`config.mk`:
```
export PLATFORM = sky130hd
export DESIGN_NAME = ctrl_handoff_seq
export DESIGN_NICKNAME = d
export VERILOG_FILES = /design/src/rtl/ctrl_handoff_seq.sv
export SDC_FILE = /design/constraint.sdc
export NUM_CORES = 1
export LEC_CHECK = 0
export ABC_CLOCK_PERIOD_IN_PS = 1900
export BUFFER_PORTS_ARGS = -buffer_cell sky130_fd_sc_hd__buf_2
export CAP_MARGIN = 15
export CELL_PAD_IN_SITES_DETAIL_PLACEMENT = 1
export CELL_PAD_IN_SITES_GLOBAL_PLACEMENT = 2
export CORE_MARGIN = 2
export CORE_UTILIZATION = 20
export CTS_CLUSTER_SIZE = 16
export DETAILED_ROUTE_END_ITERATION = 8
export PLACE_DENSITY_LB_ADDON = 0.15
export SLEW_MARGIN = 20
export SYNTH_ARGS = -nofsm -noshare
export SYNTH_HDL_FRONTEND = slang
export SYNTH_SLANG_ARGS = --single-unit
```
`constraint.sdc`:
```
create_clock -name i_clk -period 1.9 [get_ports i_clk]
set_clock_uncertainty 0.15 [all_clocks]
set_input_delay 0.38 -clock i_clk [delete_from_list [all_inputs] [get_ports i_clk]]
set_output_delay 0.38 -clock i_clk [all_outputs]
set_load 0.01 [all_outputs]
```
`src/rtl/ctrl_handoff_seq.sv`:
```
// rtl/ctrl_handoff_seq.sv - control-word sequencer granting datapath ownership to one sub-FSM at a time
module ctrl_handoff_seq #(
  parameter int NUM_FSM = 2,
  parameter int IDX_W = 3,
  parameter int CW_W = 21,
  parameter int ST_W = 8,
  parameter logic [ST_W-1:0] HANDOFF_CODE = ST_W'(8'hFF),
  parameter int TIMEOUT = 64,
  parameter int CNT_W = 16
) (
  input  logic                     i_clk,
  input  logic                     i_rst,
  input  logic [NUM_FSM*CW_W-1:0]  i_cw,
  input  logic [NUM_FSM*ST_W-1:0]  i_state,
  input  logic [NUM_FSM-1:0]       i_done,
  input  logic [NUM_FSM*IDX_W-1:0] i_next_sel,
  output logic [NUM_FSM-1:0]       o_start,
  output logic [CW_W-1:0]          o_cw,
  output logic [ST_W-1:0]          o_c_state,
  output logic [IDX_W-1:0]         o_owner,
  output logic [CNT_W-1:0]         o_handoff_cnt,
  output logic                     o_err,
  output logic                     o_timeout
);

  typedef enum logic [1:0] {
    S_BOOT    = 2'd0,
    S_RUN     = 2'd1,
    S_HANDOFF = 2'd2
  } state_t;

  localparam int WD_W = (TIMEOUT > 1) ? $clog2(TIMEOUT) : 1;
  localparam logic [WD_W-1:0] WD_LAST = WD_W'((TIMEOUT > 0) ? TIMEOUT - 1 : 0);
  localparam logic [IDX_W:0] NUM_FSM_X = (IDX_W + 1)'(NUM_FSM);

  state_t state, state_nxt;
  // rst_q holds BOOT quiet (no start pulse) for the cycle right after a reset edge
  logic rst_q;
  logic [IDX_W-1:0] owner, tgt, tgt_nxt;
  logic [WD_W-1:0] wdog;
  logic [CNT_W-1:0] cnt;
  logic err, timeout;
  logic err_set, to_set;

  logic [CW_W-1:0] sel_cw;
  logic [ST_W-1:0] sel_st;
  logic sel_done;
  logic [IDX_W-1:0] sel_next;

  always_comb begin
    sel_cw = '0;
    sel_st = '0;
    sel_done = 1'b0;
    sel_next = '0;
    for (int k = 0; k < NUM_FSM; k++) begin
      if (owner == IDX_W'(k)) begin
        sel_cw = i_cw[k*CW_W +: CW_W];
        sel_st = i_state[k*ST_W +: ST_W];
        sel_done = i_done[k];
        sel_next = i_next_sel[k*IDX_W +: IDX_W];
      end
    end
  end

  always_ff @(posedge i_clk) begin
    if (i_rst) begin
      state <= S_BOOT;
      rst_q <= 1'b1;
    end else begin
      state <= state_nxt;
      rst_q <= 1'b0;
    end
  end

  // Owner completion beats the watchdog when both land in the same cycle
  always_comb begin
    state_nxt = state;
    tgt_nxt = tgt;
    err_set = 1'b0;
    to_set = 1'b0;
    case (state)
      S_BOOT: begin
        if (!rst_q) begin
          state_nxt = S_RUN;
        end
      end
      S_RUN: begin
        if (sel_done) begin
          state_nxt = S_HANDOFF;
          if ({1'b0, sel_next} >= NUM_FSM_X) begin
            tgt_nxt = '0;
            err_set = 1'b1;
          end else begin
            tgt_nxt = sel_next;
          end
        end else if ((TIMEOUT != 0) && (wdog == WD_LAST)) begin
          state_nxt = S_HANDOFF;
          tgt_nxt = '0;
          to_set = 1'b1;
        end
      end
      S_HANDOFF: state_nxt = S_RUN;
      default: state_nxt = S_BOOT;
    endcase
  end

  always_ff @(posedge i_clk) begin
    if (i_rst) begin
      owner <= '0;
      tgt <= '0;
      wdog <= '0;
      cnt <= '0;
      err <= 1'b0;
      timeout <= 1'b0;
    end else begin
      tgt <= tgt_nxt;
      if (err_set) begin
        err <= 1'b1;
      end
      if (to_set) begin
        timeout <= 1'b1;
      end
      if (state == S_RUN) begin
        wdog <= wdog + 1'b1;
      end
      if (state == S_HANDOFF) begin
        owner <= tgt;
        wdog <= '0;
        if (cnt != '1) begin
          cnt <= cnt + 1'b1;
        end
      end
    end
  end

  // Outside RUN the datapath sees an all-zero word so no write enable leaks into the bubble
  always_comb begin
    o_start = '0;
    o_cw = '0;
    o_c_state = HANDOFF_CODE;
    case (state)
      S_RUN: begin
        o_cw = sel_cw;
        o_c_state = sel_st;
      end
      S_BOOT: begin
        if (!rst_q) begin
          o_start[0] = 1'b1;
        end
      end
      S_HANDOFF: begin
        for (int k = 0; k < NUM_FSM; k++) begin
          o_start[k] = (tgt == IDX_W'(k));
        end
      end
      default: begin
        o_start = '0;
      end
    endcase
  end

  assign o_owner = owner;
  assign o_handoff_cnt = cnt;
  assign o_err = err;
  assign o_timeout = timeout;

endmodule

```
# == Yosys cells after proc, flatten, opt, wreduce, memory -nomap -nowiden ==
# Index checks and enable logic that the tools add are counted.
# Widths: inputs -> output; s select.
# word_totals
ff_bits,33
input_bits,68
output_inout_bits,52
wordCells,54
# op_classes
n_addsub,2
n_lt_le_gt_ge,1
n_eq_ne,8
muxes,27
n_reduce_logical,8
# ops
cell,n
$mux 21,3
$mux 8,3
$add 16x1->16 const B,1
$ne 16x16->1 const B,1
$mux 3,5
$mux 1,11
$add 6x1->6 const B,1
$eq 3x1->1 const B,2
$eq 6x6->1 const B,1
$logic_not 3->1,2
$mux 2,3
$pmux 2 s3,1
$reduce_and 2->1,3
$ge 3x2->1 const B,1
$ne 3x3->1 const B,1
$eq 2x1->1 const B,1
$eq 2x2->1 const B,1
$logic_not 2->1,1
$ne 2x2->1 const B,1
$pmux 1 s2,1
$reduce_bool 2->1,1
$reduce_or 2->1,1

# == Depth between registers and ports, before layout ==
# Gate-level depths: netlist of the first run.
# depth
ltp_word,7
ltp_mapped,6
ltp_nobuf,5

# == Worst setup path before layout of the first run ==
# No wires, ideal clock.
# synth_path
path_kind,register -> output
from,register owner[2] (netlist: o_owner[2])
to,output port o_cw[10]
t_arrival_ns,1.531
t_required_ns,1.370
path_slack_ns,-0.161
stages_incl_launch_ff,6
n_path_buf,2
path_cell_list,dfxtp_1 -> nor3_1 -> clkbuf_1 -> clkbuf_1 -> a22oi_1 -> nor2_1
# synth_via
elab_chain_cells,4
word_cells_on_any_way,5
classes_between,1 x eq/ne; 3 x mux; 1 x reduce/logical
# synth_rtl
item,line,rtl
start: declaration,39,"logic [IDX_W-1:0] owner, tgt, tgt_nxt;"
start signal: assignment,127,owner <= tgt;
$logic_not 3->1,56,if (owner == IDX_W'(k)) begin
$mux 21,56,
$mux 21 *,56,
$mux 21 *,141,case (state)
end: declaration,18,"output logic [CW_W-1:0] o_cw,"
# Mark *: on every way between the ends. The rest lies on a longest branch, timed or not.

# == Final worst setup path of the first run ==
# layout_path
from,register owner[0] (netlist: o_owner[0])
to,output port o_c_state[3]
# layout_via
elab_chain_cells,4
word_cells_on_any_way,5
classes_between,1 x eq/ne; 3 x mux; 1 x reduce/logical
# layout_rtl
item,line,rtl
$logic_not 3->1,56,
$mux 8,56,
$mux 8 *,56,
$mux 8 *,141,
end: declaration,19,"output logic [ST_W-1:0] o_c_state,"
# Marks and branches as above.

==> results.py, run 1 <==
metrics = {
    "floorplan": {
        "die_area_sq_um": 10900,
        "die_h_um": 104,
        "die_w_um": 104,
        "initial_utilization_pct": 20.6,
        "rows": 36,
        "core_area_sq_um": 9770,
        "io_pins": 120,
    },
    "clocking": {
        "worstSkewPairLatency_ns": 0.28,
        "cts_tree": "done",
        "hold_buffers": 0,
        "htree_levels": 2,
        "cts.sinks": 33,
        "cts_root_buf": "clkbuf_8",
        "clk_path_buf_depth": 2,
        "cts.clk_slew.worst_paths_ns": 0.06,
        "cts_made_buffers": 5,
    },
    "placed_design": {
        "place_ws_ns": 0.0487,
        "globalplace.congestion": 0.737,
        "io_buffers": 119,
        "dpl.hpwl_um": 6350,
    },
    "yosys": {
        "synth-seq-area-share_pct": 32.8,
        "synth.yosys.warnings": 0,
        "yosysTopAreaCell": "dfxtp_1",
        "syn_inst": 254,
        "synth_area_leaders": "dfxtp_1, a22oi_1, nor2_1",
        "synth_top_flop_cell": "dfxtp_1",
        "synth_edf_count": 0,
        "synth_nets": 324,
        "async_flop_share_pct": 0,
        "synth_cell_types": 45,
        "syn_area_sq_um": 2010,
        "yosysTopAreaCellShare_pct": 32.8,
        "synth_seq_cells": 33,
        "synth.avg_cell_area_sq_um": 7.92,
    },
    "grt": {
        "grt_first_pass_wirelength_um": 14000,
        "antenna_found_initial": 0,
        "grt_overflow": 0,
        "grt_pass1_vias": 2658,
        "grt_max_degree": 34,
        "track_usage_pct": 15.5,
    },
    "worst_setup_path": {
        "reg2reg_slack_ns": 0.09,
        "cp-start-kind": "flip-flop",
        "worst_setup_path_end_kind": "output port",
        "cp.required_ns": 1.37,
        "crit_arrival_ns": 1.49,
        "worst_r2r_startpoint": "o_owner[0]",
        "cp_max_fo": 10,
        "rr_endpoint": "o_err",
        "critPathKind": "flip-flop to output port",
        "ff2ff_path_depth": 6,
    },
    "route": {
        "ant_nets": 0,
        "first_pass_iters": 4,
        "post_drt_wl_per_cell_um": 15.5,
        "wl_um": 8420,
        "drt_iter0_drc": 128,
        "vias": 2544,
        "drc_errors": 0,
        "vias_per_cell": 4.69,
    },
    "status": {
        "violations": "negative setup slack",
        "status": "finished with violations",
    },
    "hold_path": {
        "hold_depth": 1,
        "hold_class": "flip-flop to flip-flop",
        "min_to": "o_timeout",
        "hp-start": "o_timeout",
    },
    "timing": {
        "drv_slew": 0,
        "clock.fmax_mhz": 495,
        "period_share_pct": 106,
        "finalHoldViolCount": 0,
        "worst_slew_pin_slew_ns": 0.694,
        "setup_violations": 29,
        "slew_headroom_pct": 52.5,
        "fin_crit_ns": 2.02,
        "rsz0062_at_grt": "yes",
        "finalWorstSetupSlack_ns": -0.122,
    },
    "final_layout": {
        "antenna_cells": 0,
        "nets": 479,
        "final_common_cell": "buf_2",
        "layout_common_cells": "buf_2, nor2_1, buf_4",
        "area_growth_pct": 62.2,
        "fill_cells": 1251,
        "drive_gt1_share_pct": 46.5,
    },
    "power_and_ir_drop": {
        "switching_power_mw": 0.400,
        "peakVddDrop_mv": 0.304,
        "p_comb_share_pct": 18.1,
        "total_power_mw": 1.53,
        "power_density_nw_per_um2": 468,
        "seqPwrFrac_pct": 46.5,
        "swShare_pct": 26.2,
        "power_leakage_nw": 1.50,
        "intPower_mw": 1.13,
        "power_frac_clock_pct": 35.4,
    },
    "flow_run": {
        "maxCapViolCount": 0,
    },
}
[registers in the layout, summed over array words and instances, names as in the netlist]
register       cells
o_handoff_cnt     16
wdog               6
o_owner            3
tgt                3
state              2
o_err              1
o_timeout          1
rst_q              1
[worst max-delay path by stage]
| stage | start | end | slack, ns | cells past startpoint |
|---|---|---|---|---|
| after global placement | o_handoff_cnt[5] | o_handoff_cnt[9] | 0.11 | 4 |
| after global routing | o_owner[0] | o_cw[18] | -0.19 | 6 |
| after CTS | o_owner[0] | o_c_state[3] | -0.13 | 5 |
| final | o_owner[0] | o_c_state[3] | -0.12 | 5 |
| after floorplan | o_owner[2] | o_cw[10] | 0.02 | 5 |
| after detailed placement | o_handoff_cnt[5] | o_handoff_cnt[13] | 0.05 | 4 |
[logic make-up (layout without fill, tap and decap cells)]
family,after synthesis,after routing,share of synthesized area [%]
xor gates and xnor gates,5,5,2.18
and+or+nand+nor,118,118,31.8
adders and majority gates,2,2,1.24
AOI/OAI and AO/OA,67,67,24.1
buffers and inverters,23,178,4.54
DFF,33,33,32.8
muxes,6,6,3.30
[area by class of cell]
cell class / count / area (sq um) / area share (%)
Multi-Input combinational cell: 198 / 1330 / 40.6
Timing Repair Buffer: 166 / 995 / 30.5
Inverter: 5 / 18.8 / 0.575
Clock buffer: 7 / 86.3 / 2.65
Tap cell: 133 / 166 / 5.10
Sequential cell: 33 / 672 / 20.6
[metal layers]
metal | wire [um] | global-route usage, % | up-vias | share of wire (%)
li1 | - | - | 1267 | -
met2 | 4480 | 28.8 | 61 | 53
met4 | 45 | 2.61 | 0 | 0.53
met3 | 341 | 3.13 | 4 | 4.0
met5 | 0 | 0 | - | 0
met1 | 3550 | 18.5 | 1212 | 42
[Yosys cell counts (5+ instances only)]
cell type and instances:
nand2_1 18, or4_1 7, nor3_1 6, a21oi_1 18
inv_1 5, nand3_1 8, nand4_1 8, clkbuf_1 13
a22oi_1 23, nor2b_1 7, a221o_1 8, dfxtp_1 33
nor2_1 40
[worst max-delay path, stage by stage (launching register included)]
cell	delay, ns
dfxtp_4	0.36
nor3b_4	0.15
buf_6	0.13
buf_8	0.14
a221o_1	0.28
buf_2	0.14
[power groups by stage]
stage	combinational, mW	clock, mW	sequential [mW]
after floorplan	0.120	0	0.728
after global placement	0.270	0	0.727
after detailed placement	0.273	0	0.727
after CTS	0.279	0.566	0.709
after global routing	0.309	0.589	0.710
final	0.277	0.541	0.709
[repair_timing]
action / CTS / global route
setup endpoints to repair: 30 / 35
setup buffers: 7 / 0
pin swaps: 1 / 1
gates resized for setup: 23 / 6
gates cloned: 4 / 0
[per-stage QoR]
stage	std cells	hold slack (ns)	cell area, sq um	util (%)	TNS, ns
final	542	0.318	3260	33.4	-2.02
after global routing	542	0.346	3260	33.4	-4.88
after global placement	524	0.299	2990	30.6	0
after detailed placement	524	0.309	2990	30.6	0
after floorplan	254	0.258	2020	-	0
after CTS	542	0.325	3240	33.1	-2.64
Power figures use the tool's default switching activity.
==> inputs of run 2 (changes only) <==
==> constraint.sdc (replaced) <==
create_clock -name i_clk -period 1.9 [get_ports i_clk]
set_clock_uncertainty 0.15 [all_clocks]
set_input_delay 0.19 -clock i_clk [delete_from_list [all_inputs] [get_ports i_clk]]
set_output_delay 0.19 -clock i_clk [all_outputs]
set_load 0.01 [all_outputs]
==> run 2 against run 1 <==
Compared with the run above: the run now ends clean; flip-flop and latch count stayed put; total power is 0.32% higher; worst hold slack got worse by 0.20 ns; critical path depth unchanged; critical endpoint is now o_cw[17]; largest cell class unchanged; largest power group unchanged.
==> results.py, run 2 (synthesis gave the netlist of run 1 again) <==
metrics = {
    "power_and_ir_drop": {
        "power_leakage_nw": 1.41,
        "peakVddDrop_mv": 0.239,
        "total_power_mw": 1.53,
        "power_density_nw_per_um2": 491,
    },
    "route": {
        "vias": 2527,
        "wl_um": 7820,
        "ant_nets": 0,
        "first_pass_iters": 4,
        "drc_errors": 0,
        "vias_per_cell": 4.79,
        "post_drt_wl_per_cell_um": 14.8,
        "drt_iter0_drc": 48,
    },
    "timing": {
        "setup_violations": 0,
        "period_share_pct": 96.8,
        "worst_slew_pin_slew_ns": 0.632,
        "fin_hold_ws_ns": 0.118,
        "clock.fmax_mhz": 544,
        "finalSetupTns_ns": 0,
        "fin_crit_ns": 1.84,
        "rsz0062_at_grt": "yes",
        "finalHoldViolCount": 0,
        "drv_slew": 0,
        "slew_headroom_pct": 56.8,
    },
    "clocking": {
        "cts_tree": "done",
        "cts.clk_slew.worst_paths_ns": 0.07,
        "cts_root_buf": "clkbuf_8",
        "hold_buffers": 0,
        "cts.sinks": 33,
        "htree_levels": 2,
        "worstSkewPairLatency_ns": 0.29,
        "cts_made_buffers": 5,
        "cts_setup_buffers": 0,
        "clk_path_buf_depth": 2,
    },
    "final_layout": {
        "nets": 464,
        "antenna_cells": 0,
        "largest_reg_flops": 16,
        "fill_cells": 1242,
        "fin_cells": 528,
        "drive_gt1_share_pct": 44.3,
        "final_common_cell": "buf_2",
        "area_growth_pct": 54.9,
        "layout_common_cells": "buf_2, nor2_1, dfxtp_1",
    },
    "floorplan": {
        "rows": 36,
        "core_area_sq_um": 9770,
        "die_area_sq_um": 10900,
        "initial_utilization_pct": 20.6,
        "die_h_um": 104,
        "die_w_um": 104,
        "io_pins": 120,
    },
    "grt": {
        "grt_overflow": 0,
        "track_usage_pct": 14.1,
        "grt_max_degree": 24,
        "grt_first_pass_wirelength_um": 12600,
        "antenna_found_initial": 0,
        "grt_pass1_vias": 2602,
    },
    "worst_setup_path": {
        "cp_cell_sequence": "nor3b_4 > buf_4 > a22oi_1 > nor2_1 > buf_2",
        "critPathKind": "flip-flop to output port",
        "crit_arrival_ns": 1.50,
        "worst_setup_path_end_kind": "output port",
        "cp-start-kind": "flip-flop",
        "cp_top_family": "flip-flops",
        "cp.required_ns": 1.56,
        "slowest_stage": "dfxtp_4",
        "max_stage_delay_ns": 0.40,
        "crit_buf_inv": 2,
        "cp_max_fo": 13,
    },
    "placed_design": {
        "io_buffers": 119,
        "dpl.hpwl_um": 6180,
        "dp.cells": 519,
        "globalplace.congestion": 0.714,
    },
    "flow_run": {
        "maxCapViolCount": 0,
    },
    "hold_path": {
        "hold_class": "primary input to flip-flop",
    },
    "status": {
        "status": "finished, final reports clean",
    },
}
## run 2: stage by stage
stage               worst slack [ns]  instance area [sq um]  utilization, %
floorplan                     0.0243                   2010               -
global placement               0.128                   2960            30.2
detailed placement            0.0726                   2960            30.2
CTS                           0.0317                   3070            31.4
global route                 -0.0719                   3120            31.9
finish                        0.0609                   3120            31.9
## run 2: worst paths after layout
kind / startpoint / to / slack, ns / cells past startpoint
max reg2reg: o_handoff_cnt[7] / o_handoff_cnt[15] / 0.09 / 4
min: i_rst / o_handoff_cnt[4] / 0.12 / 2
min reg2reg: o_err / o_err / 0.33 / 2
max: o_owner[0] / o_cw[17] / 0.06 / 5
## run 2: per-layer routing
metal	GRT usage [%]	up-vias	routed length, um
met3	3.57	5	535
met2	24.6	93	3760
met5	0	-	0
met4	3.76	0	87
met1	17.0	1188	3440
li1	-	1241	-
## run 2: repair_timing
| item | 4_1_cts | 5_1_grt |
|---|---|---|
| gates resized for setup | 8 | 6 |
| setup endpoints to repair | 30 | 32 |
| cloned | 0 | 1 |
## run 2: area by class of cell
type                    count  area (sq um)  area share, %
multi-input cells         198          1310           41.9
clock buffers               5          68.8           2.21
well taps                 133           166           5.34
clock inverters             3          17.5          0.562
repair buffers            151           873           28.0
flip-flops and latches     33           667           21.4
inverters                   5          18.8          0.602
## run 2: worst register-to-register path: stages (launching register included)
cell and delay (ns):
dfxtp_1 0.35, nand2_2 0.10, or2_0 0.40, nor4_2 0.35, mux2_1 0.35
## run 2: report_power, final
| group | internal (mW) | leakage (nW) | total [mW] | switching, mW |
|---|---|---|---|---|
| clock | 0.253 | 0.0439 | 0.535 | 0.282 |
| combinational | 0.147 | 1.10 | 0.289 | 0.142 |
| sequential | 0.700 | 0.269 | 0.708 | 0.00744 |
| total | 1.10 | 1.41 | 1.53 | 0.432 |
==> inputs of run 3 (changes only) <==
- ABC_AREA: unset -> 1
- CORE_UTILIZATION: 20 -> 19
==> run 3 against run 2 <==
Compared with the run above: first-iteration DRC count is 56% higher; routed wire length is 2.3% higher; flip-flop and latch count stayed put; fmax is 2.4% higher; largest power group unchanged.
==> results.py, run 3 <==
metrics = {
    "yosys": {
        "synth_seq_cells": 33,
        "syn_inst": 339,
        "synth_cell_types": 31,
        "synth_top_flop_cell": "dfxtp_1",
        "synth_edf_count": 0,
        "synth_commonest_cells": "nand2_1, a21oi_1, nor2_1",
        "synth_top_family_by_area": "simple AND/OR/NAND/NOR gates",
        "synth_area_leaders": "dfxtp_1, nand2_1, a21oi_1",
        "synth_compound_area_share_pct": 13.7,
        "synthMuxAreaShare_pct": 0,
        "synth.yosys.warnings": 0,
        "synthXorXnorAreaFrac_pct": 2.94,
        "async_flop_share_pct": 0,
        "yosysMostFrequentCell": "nand2_1",
        "yosys.area_share.simple_pct": 42.3,
        "synth_fa_ha_area_share_pct": 1.20,
        "synth.avg_cell_area_sq_um": 6.15,
        "yosysTopAreaCellShare_pct": 31.7,
        "yosysTopAreaCell": "dfxtp_1",
        "synth-seq-area-share_pct": 31.7,
        "synth_nets": 409,
        "syn_area_sq_um": 2090,
    },
    "clocking": {
        "cts.clk_slew.worst_paths_ns": 0.07,
        "hold_buffers": 0,
        "worstSkewPairLatency_ns": 0.29,
        "clk_path_buf_depth": 2,
        "cts.sinks": 33,
        "cts_made_buffers": 5,
        "cts_tree": "done",
        "cts_root_buf": "clkbuf_8",
        "htree_levels": 2,
    },
    "worst_setup_path": {
        "slowest_stage": "dfxtp_2",
        "critPathKind": "flip-flop to output port",
        "worst_setup_path_end_kind": "output port",
        "reg2reg_slack_ns": 0.18,
        "cp-start-kind": "flip-flop",
        "cp_cell_sequence": "nor3_4 > buf_6 > nand2_1 > a21oi_1 > buf_2",
        "crit_arrival_ns": 1.46,
        "cp_max_fo": 11,
        "cp.required_ns": 1.56,
        "max_stage_delay_ns": 0.36,
    },
    "timing": {
        "finalHoldViolCount": 0,
        "period_share_pct": 94.5,
        "fin_crit_ns": 1.80,
        "rsz0062_at_grt": "yes",
        "setup_violations": 0,
        "slew_headroom_pct": 68.3,
        "drv_slew": 0,
        "finalWorstSetupSlack_ns": 0.104,
        "clock.fmax_mhz": 557,
        "worst_slew_pin_slew_ns": 0.475,
    },
    "route": {
        "post_drt_wl_per_cell_um": 13.2,
        "ant_nets": 0,
        "drt_iter0_drc": 75,
        "first_pass_iters": 4,
        "drc_errors": 0,
        "vias_per_cell": 4.32,
        "vias": 2625,
        "wl_um": 8000,
    },
    "floorplan": {
        "io_pins": 120,
        "die_area_sq_um": 11800,
        "die_w_um": 109,
        "die_h_um": 109,
        "initial_utilization_pct": 19.3,
        "core_area_sq_um": 10800,
        "rows": 38,
    },
    "power_and_ir_drop": {
        "seqPwrFrac_pct": 44.1,
        "switching_power_mw": 0.482,
        "power_leakage_nw": 1.42,
        "power_density_nw_per_um2": 536,
        "power_frac_clock_pct": 33.2,
        "p_comb_share_pct": 22.7,
        "swShare_pct": 29.5,
        "peakVddDrop_mv": 0.222,
        "intPower_mw": 1.15,
    },
    "grt": {
        "grt_overflow": 0,
        "track_usage_pct": 13.1,
        "grt_first_pass_wirelength_um": 12300,
        "grt_max_degree": 27,
        "grt_pass1_vias": 2585,
        "antenna_found_initial": 0,
    },
    "status": {
        "status": "finished, final reports clean",
    },
    "flow_run": {
        "maxCapViolCount": 0,
    },
    "final_layout": {
        "seq_area_sq_um": 664,
        "nets": 538,
        "fill_cells": 1425,
        "drive_gt1_share_pct": 36.5,
        "layout_common_cells": "nand2_1, buf_2, a21oi_1",
        "multi_input_area_sq_um": 1300,
        "antenna_cells": 0,
        "largest_reg_flops": 16,
        "area_growth_pct": 46.4,
        "fin_util_pct": 28.3,
    },
    "hold_path": {
        "hold_class": "primary input to flip-flop",
    },
    "placed_design": {
        "place_ws_ns": 0.147,
        "dpl.hpwl_um": 6170,
        "globalplace.congestion": 0.712,
        "io_buffers": 119,
    },
}
## run 3: stage by stage
stage / setup TNS [ns] / hold WS (ns) / area (sq um) / total power [mW] / instances
after floorplan: 0 / 0.0677 / 2090 / 0.918 / 339
after global placement: 0 / 0.291 / 2890 / 1.09 / 598
after detailed placement: 0 / 0.298 / 2890 / 1.09 / 598
after CTS: -0.0390 / 0.145 / 3000 / 1.66 / 606
after global routing: -0.0943 / 0.144 / 3050 / 1.76 / 608
final: 0 / 0.138 / 3050 / 1.64 / 608
## run 3: layout make-up
type                    count  area share (%)
flip-flops and latches     33            21.8
well taps                 140            5.74
clock buffers               7            2.83
multi-input cells         268            42.5
inverters                  26            3.36
repair buffers            134            23.9
## run 3: kinds of logic after synthesis
group           after synthesis
compound gates               52
flops                        33
fa+ha+maj                     2
buf+inv                      39
xor+xnor                      7
simple gates                206
## run 3: power groups by stage
stage               logic, mW  registers (mW)  clock network (mW)
global placement        0.358           0.733                   0
floorplan               0.183           0.735                   0
CTS                     0.362           0.718               0.579
finish                  0.372           0.722               0.543
detailed placement      0.358           0.734                   0
global route            0.420           0.723               0.616
## run 3: path summary, 6_finish.rpt
kind,startpoint,endpoint,depth (start not counted)
worst min register to register,o_err,o_err,2
worst min-delay path,i_rst,rst_q,1
worst max-delay path,o_owner[2],o_cw[10],5
worst max register to register,o_handoff_cnt[0],o_handoff_cnt[1],7
## run 3: worst max-delay path: cells and delay by family (launching register included)
family | cells | cell delay [ns]
buffers and inverters | 2 | 0.34
AO/OA/AOI/OAI | 1 | 0.13
flip-flops | 1 | 0.36
AND/OR/NAND/NOR | 2 | 0.33
## run 3: routing by layer
| layer | GRT usage [%] | wire length, um | up-vias |
|---|---|---|---|
| li1 | - | - | 1346 |
| met1 | 15.7 | 3580 | 1176 |
| met2 | 23.1 | 3670 | 95 |
| met3 | 3.59 | 668 | 8 |
| met4 | 3.21 | 81 | 0 |
| met5 | 0 | 0 | - |
## run 3: timing repair
item                                    4_1_cts  5_1_grt
gates resized for setup                       3       16
endpoints found under the setup margin       23       30
cloned                                        0        2
buffers inserted                              1        0
